===== src/rtl/result_uart_tx.sv =====
// Sends a calculator result as an ASCII hex line ("HHHH[!]\r\n") over UART 8N1.
// Define OP_TAG_EN to prefix each line with the operation tag ("FA:", "FM:", "XA:" or "XM:").
module result_uart_tx #(
    parameter int CLKS_PER_BIT = 868
) (
    input  logic        clk,
    input  logic        rst,
    input  logic        start,
    input  logic [15:0] result,
    input  logic        overflow,
    input  logic [1:0]  op,
    output logic        tx,
    output logic        busy,
    output logic        done
);

    localparam int BAUD_W = $clog2(CLKS_PER_BIT);
    localparam logic [BAUD_W-1:0] BAUD_LAST = BAUD_W'(CLKS_PER_BIT - 1);
`ifdef OP_TAG_EN
    localparam int PREFIX = 3;
`else
    localparam int PREFIX = 0;
`endif

    typedef enum logic [2:0] {
        S_IDLE,
        S_START,
        S_DATA,
        S_STOP,
        S_FINISH
    } state_t;

    state_t            r_state;
    logic [BAUD_W-1:0] r_baud;
    logic [2:0]        r_bit;
    logic [3:0]        r_char_idx;
    logic [7:0]        r_shift;
    logic [15:0]       r_result;
    logic              r_overflow;
    logic [1:0]        r_op;
    logic              r_tx;
    logic              r_busy;
    logic              r_done;

    logic [7:0]        w_char;
    logic [3:0]        w_rel;
    logic [3:0]        w_last_idx;
    logic              w_accept;
    logic              w_baud_end;

    function automatic logic [7:0] hex_ascii(input logic [3:0] n);
        return (n < 4'd10) ? (8'h30 + {4'h0, n}) : (8'h37 + {4'h0, n});
    endfunction

    assign w_accept   = start && !r_busy;
    assign w_baud_end = (r_baud == BAUD_LAST);
    assign w_last_idx = 4'(PREFIX) + (r_overflow ? 4'd6 : 4'd5);

    // Character currently being sent, selected from the captured values by index.
    // NOTE: every output of this block gets a value before any branch, so no latch is inferred.
    always_comb begin
        w_rel  = r_char_idx - 4'(PREFIX);
        w_char = 8'h0A;
        case (w_rel)
            4'd0:    w_char = hex_ascii(r_result[15:12]);
            4'd1:    w_char = hex_ascii(r_result[11:8]);
            4'd2:    w_char = hex_ascii(r_result[7:4]);
            4'd3:    w_char = hex_ascii(r_result[3:0]);
            4'd4:    w_char = r_overflow ? 8'h21 : 8'h0D;
            4'd5:    w_char = r_overflow ? 8'h0D : 8'h0A;
            default: w_char = 8'h0A;
        endcase
`ifdef OP_TAG_EN
        if (r_char_idx == 4'd0)
            w_char = r_op[1] ? 8'h58 : 8'h46;
        else if (r_char_idx == 4'd1)
            w_char = r_op[0] ? 8'h4D : 8'h41;
        else if (r_char_idx == 4'd2)
            w_char = 8'h3A;
`endif
    end

    // NOTE: sequential state uses non-blocking assignments so every register samples pre-edge values.
    always_ff @(posedge clk) begin
        if (rst) begin
            r_state    <= S_IDLE;
            r_baud     <= '0;
            r_bit      <= '0;
            r_char_idx <= '0;
            r_shift    <= '0;
            r_result   <= '0;
            r_overflow <= 1'b0;
            r_op       <= '0;
            r_tx       <= 1'b1;
            r_busy     <= 1'b0;
            r_done     <= 1'b0;
        end else begin
            r_done <= 1'b0;
            case (r_state)
                S_IDLE, S_FINISH: begin
                    // A start seen in the done cycle is accepted, giving one idle cycle between lines.
                    if (w_accept) begin
                        r_result   <= result;
                        r_overflow <= overflow;
                        r_op       <= op;
                        r_char_idx <= '0;
                        r_baud     <= '0;
                        r_bit      <= '0;
                        r_tx       <= 1'b0;
                        r_busy     <= 1'b1;
                        r_state    <= S_START;
                    end else begin
                        r_char_idx <= '0;
                        r_tx       <= 1'b1;
                        r_state    <= S_IDLE;
                    end
                end
                S_START: begin
                    if (w_baud_end) begin
                        r_baud  <= '0;
                        r_bit   <= '0;
                        r_tx    <= w_char[0];
                        r_shift <= {1'b0, w_char[7:1]};
                        r_state <= S_DATA;
                    end else begin
                        r_baud <= r_baud + 1'b1;
                    end
                end
                S_DATA: begin
                    if (w_baud_end) begin
                        r_baud <= '0;
                        if (r_bit == 3'd7) begin
                            r_tx    <= 1'b1;
                            r_state <= S_STOP;
                        end else begin
                            r_tx    <= r_shift[0];
                            r_shift <= {1'b0, r_shift[7:1]};
                            r_bit   <= r_bit + 1'b1;
                        end
                    end else begin
                        r_baud <= r_baud + 1'b1;
                    end
                end
                S_STOP: begin
                    if (w_baud_end) begin
                        r_baud <= '0;
                        if (r_char_idx == w_last_idx) begin
                            r_tx    <= 1'b1;
                            r_busy  <= 1'b0;
                            r_done  <= 1'b1;
                            r_state <= S_FINISH;
                        end else begin
                            r_char_idx <= r_char_idx + 1'b1;
                            r_tx       <= 1'b0;
                            r_state    <= S_START;
                        end
                    end else begin
                        r_baud <= r_baud + 1'b1;
                    end
                end
                default: begin
                    r_tx    <= 1'b1;
                    r_busy  <= 1'b0;
                    r_state <= S_IDLE;
                end
            endcase
        end
    end

    assign tx   = r_tx;
    assign busy = r_busy;
    assign done = r_done;

endmodule

===== config.mk =====
export PLATFORM = sky130hd
export DESIGN_NAME = result_uart_tx
export DESIGN_NICKNAME = d
export VERILOG_FILES = /design/src/rtl/result_uart_tx.sv
export SDC_FILE = /design/constraint.sdc
export NUM_CORES = 1
export LEC_CHECK = 0
export CAP_MARGIN = 10
export CORE_ASPECT_RATIO = 0.75
export CORE_UTILIZATION = 45
export DETAILED_ROUTE_END_ITERATION = 16
export PLACE_DENSITY = 0.64
export SETUP_SLACK_MARGIN = 0.1
export SLEW_MARGIN = 10
export SYNTH_ARGS = -nofsm -noshare
export SYNTH_HDL_FRONTEND = slang
export SYNTH_SLANG_ARGS = --single-unit
export TNS_END_PERCENT = 1

===== constraint.sdc =====
create_clock -name clk -period 5.6 [get_ports clk]
set_input_delay 1.12 -clock clk [delete_from_list [all_inputs] [get_ports clk]]
set_output_delay 1.12 -clock clk [all_outputs]
set_load 0.005 [all_outputs]

### After elaboration in Yosys (flattened, before gate mapping)

Index checks and enable logic that the tools add are counted.

| storage, ports and cells | value |
|---|---|
| register bits after elaboration | 48 |
| logic and storage cells | 109 |

| operators by class | value |
|---|---|
| add/sub/neg operators | 11 |
| magnitude comparators | 4 |
| eq/ne operators | 20 |
| muxes and demuxes | 41 |
| bitwise logic cells | 3 |
| reduce and logical (&&, ||, !) cells | 20 |

Operator list:

| cell | count |
|---|---|
| $add A6 B4 Y7 const A | 8 |
| $pmux W7 S6 | 1 |
| $mux W3 | 10 |
| $mux W7 | 4 |
| $mux W8 | 3 |
| $mux W10 | 2 |
| $pmux W10 S2 | 1 |
| $lt A4 B4 Y1 const B | 4 |
| $ne A2 B2 Y1 const B | 8 |
| $pmux W8 S2 | 1 |
| $pmux W3 S4 | 1 |
| $reduce_and A4 Y1 | 3 |
| $add A10 B1 Y10 const B | 1 |
| $eq A10 B10 Y1 const B | 1 |
| $mux W1 | 10 |
| $pmux W3 S3 | 1 |
| $eq A4 B2 Y1 const B | 2 |
| $eq A4 B3 Y1 const B | 2 |
| $mux W4 | 2 |
| $pmux W4 S2 | 1 |
| $eq A3 B2 Y1 const B | 2 |
| $eq A3 B3 Y1 const B | 2 |
| $mux W6 | 1 |
| $reduce_and A3 Y1 | 2 |
| 19 further kinds | 26 |

### Logic depth before layout (Yosys ltp)

| logic depth | value |
|---|---|
| depth in word-level cells | 5 |
| gate-level depth with buffers | 8 |
| gate-level depth less buffers | 7 |

### Worst setup path before layout

Ideal clock, no wire load.

| timing | value |
|---|---|
| path type | input -> register |
| start point | in start |
| end point | reg r_baud[2] |
| library setup time | 0.133 ns |
| arrival time | 2.058 ns |
| data required time | 5.467 ns |
| slack | 3.410 ns |
| cell stages on the path | 4 |
| buffers on the path | 0 |
| cell sequence | nor4b_2 nor2_1 o21ai_0 nor2_1 |

| on the way | value |
|---|---|
| word-level cells in the longest chain between the ends | 3 |

Ends and longest elaborated chain:

| item | line | source |
|---|---|---|
| start, declared | 8 | `input logic start,` |
| $logic_and A1 B1 Y1 | 55 | `assign w_accept = start && !r_busy;` |
| $ne A2 B2 Y1 (no source line) | - |  |
| $reduce_and A2 Y1 (no source line) | - |  |
| end signal, assigned | 126 | `r_baud <= r_baud + 1'b1;` |
| end signal, assigned | 141 | `r_baud <= r_baud + 1'b1;` |
| end signal, assigned | 158 | `r_baud <= r_baud + 1'b1;` |
| end, declared | 34 | `logic [BAUD_W-1:0] r_baud;` |

Every way passes these cells.
A chain may end at the register's enable or synchronous reset.

### Worst setup path after layout

Ends and elaborated chain as after synthesis.

==> impl_metrics.tcl <==
set metrics [dict create \
    critPathMaxFanout 22 \
    cap_viol_max_count 0 \
    finClkSkew_ns 0.007551 \
    drive_above_1_share_pct 6.685 \
    ir_drop_mv 0.1617 \
    fp-row-count 24 \
    synthCells 345 \
    syn_avg_cell_area_sq_um 7.917 \
    crit_chain "clkdlybuf4s50_1 > or4b_1 > nand2_1 > nand2_1 > xor2_1 > nor2_1" \
    post_cts_resized 0 \
    fp.dieH_microns 69.47 \
    final_common_cell "nand2_1" \
    dieArea_sq_um 6388 \
    stdcell_count 437 \
    n_fill_cell 566 \
    power-per-cell-area_nw_per_um2 345.5 \
    post_cts_buffers 0 \
    ant_nets 0 \
    wl_per_cell_microns 14.70 \
    ys_types 61 \
    setup_tns_ns 0 \
    outcome "complete, no violations" \
    max_slew_margin_pct 25.93 \
    antenna_found_initial 0 \
    path_class "in -> reg" \
    period_minus_slack_ns 2.813 \
    via_count 2475 \
    worst_pin_slew_ns 1.106 \
    drv_slew 0 \
    overflow 0 \
    start_kind "primary input" \
    port_buffers 22 \
    die_w_microns 91.96 \
    track_usage_pct 21.52 \
    n_antenna_cell 0 \
    grt_pass1_wl_microns 10990 \
    clock_path_buffers 2 \
    synth-async-reset-ratio_pct 0 \
    first_global_vias 2197 \
    end_kind "register" \
    vias_per_cell 5.664 \
    final_util_pct 53.24 \
    yosysWarnings 0 \
    cts_root_buf "clkbuf_8" \
    routabilityCongestion 0.8786 \
    cts_buffers 5 \
    hold_path.class "reg -> reg" \
    crit_slowest_cell "or4b_1" \
    synth_area_sq_um 2731 \
    yosys_register_bits 46 \
    cts_tree "yes" \
    p_leak_nw 1.028 \
    path_clk_slew_ns 0.09 \
    ctsHoldBuffers 0 \
    seq_area_frac_synth_pct 33.72 \
    final_cell_mix "55 x nand2_1, 46 x dfxtp_1, 40 x a21oi_1, 25 x nor2_1, 22 x clkdlybuf4s50_1" \
    rsz0062_at_grt "false" \
    arrival_ns 2.99 \
    timing.final.crit_share_pct 50.23 \
    finalSetupViolations 0 \
    syn2layout_area_growth_pct 13.56 \
    cpMostUsedCell "nand2_1" \
    cts-htree-levels 2 \
    timing.fmax_mhz 355.5 \
    worst_path_largest_cell_delay_ns 0.83 \
    synth_edf_count 0 \
    insertion_delay_ns 0.31 \
    routed_wl_microns 6422 \
    hold_violations 0 \
    first_iter_violations 164 \
    synth_nets 378 \
    dr.pass1.iters 4 \
    critical_path_required_ns 5.78 \
    grt_max_degree 38 \
    dpl.hpwl_microns 4501 \
    core_sq_um 5826 \
    start_util_pct 46.89 \
    cts.sinks 46 \
    drc 0 \
    pin_count 25 \
    synthFlopType "dfxtp_1" \
    dp.cells 429 \
    final_nets 391 \
]
flip-flops by register name, indices dropped and copies added (netlist names):
name,count
busy,1
done,1
r_bit,3
r_state,3
r_char_idx,4
r_baud,10
tx,1
r_shift,6
r_result,16
r_overflow,1
metrics by stage:
stage	area, sq um	setup WS (ns)	total power [mW]	hold WS (ns)
finish	3102	2.787	1.072	0.4602
global route	3102	2.674	1.149	0.4809
CTS	3102	2.780	1.073	0.4608
detailed placement	2993	2.466	0.8191	0.4489
global placement	2993	2.460	0.8119	0.4388
floorplan	2731	3.410	0.7102	0.4320
Yosys cell counts, types with 3 or more instances:
master    number  area (sq um)
o21ai_0       17         85.08
a22oi_1        5         37.54
a311oi_1       3         26.28
nor2b_1        6         37.54
nand3_1        8         40.04
xnor2_1        8         70.07
o22ai_1        3         18.77
a31oi_1        4         25.02
nor3b_1        6         45.04
and4b_1        4         40.04
clkbuf_1      12         45.04
ha_1          11         137.6
nor3_1        12         60.06
a21oi_1       40         200.2
buf_2          4         20.02
nor2_1        25         93.84
o211ai_1       4         30.03
inv_1         14         52.55
mux2i_1        3         30.03
dfxtp_1       46         920.9
a211oi_1       4         30.03
nand2_1       55         206.5
nand2b_1       4         25.02
nand4_1        3         18.77
worst paths after layout:
kind                                 start    endpoint  slack (ns)  cells past startpoint
worst min-delay path            r_shift[5]  r_shift[5]        0.46                      2
worst max-delay path                 start   r_baud[2]        2.79                      6
worst max register to register  r_state[0]          tx        3.08                      5
worst min register to register  r_shift[5]  r_shift[5]        0.46                      2
per-layer routing:
layer | share of wire (%) | vias up | track usage (%)
met5 | 0 | - | 0
met4 | 1.1 | 0 | 6.771
met3 | 3.9 | 7 | 3.838
met2 | 39 | 45 | 29.52
met1 | 56 | 1147 | 33.52
li1 | - | 1276 | -
critical path: cells and delay by family:
kind                      cells  cell delay (ns)
xor gates and xnor gates      1             0.13
and+or+nand+nor               4             1.27
buffers and inverters         1             0.48
area by class of cell:
cell class / instances / area (sq um) / area share, %
Multi-Input combinational cell: 267 / 1687 / 54.38
Sequential cell: 46 / 920.9 / 29.69
Timing Repair Buffer: 24 / 235.2 / 7.584
Tap cell: 78 / 97.59 / 3.146
Clock buffer: 5 / 68.82 / 2.219
Inverter: 14 / 52.55 / 1.694
Clock inverter: 3 / 40.04 / 1.291
cells by family after synthesis:
kind of cell    Yosys count  share of synthesized area, %
flops                    46                         33.71
xor+xnor                  9                         2.886
mux                       4                         1.512
simple gates            137                         26.75
compound gates          106                         25.24
fa+ha+maj                11                         5.039
buf+inv                  32                         4.855
power breakdown:
part | total (mW) | internal [mW] | switching [mW]
logic | 0.371 | 0.143 | 0.229
registers | 0.447 | 0.371 | 0.0760
clock network | 0.253 | 0.132 | 0.122
(Power assumes the default switching activity.)
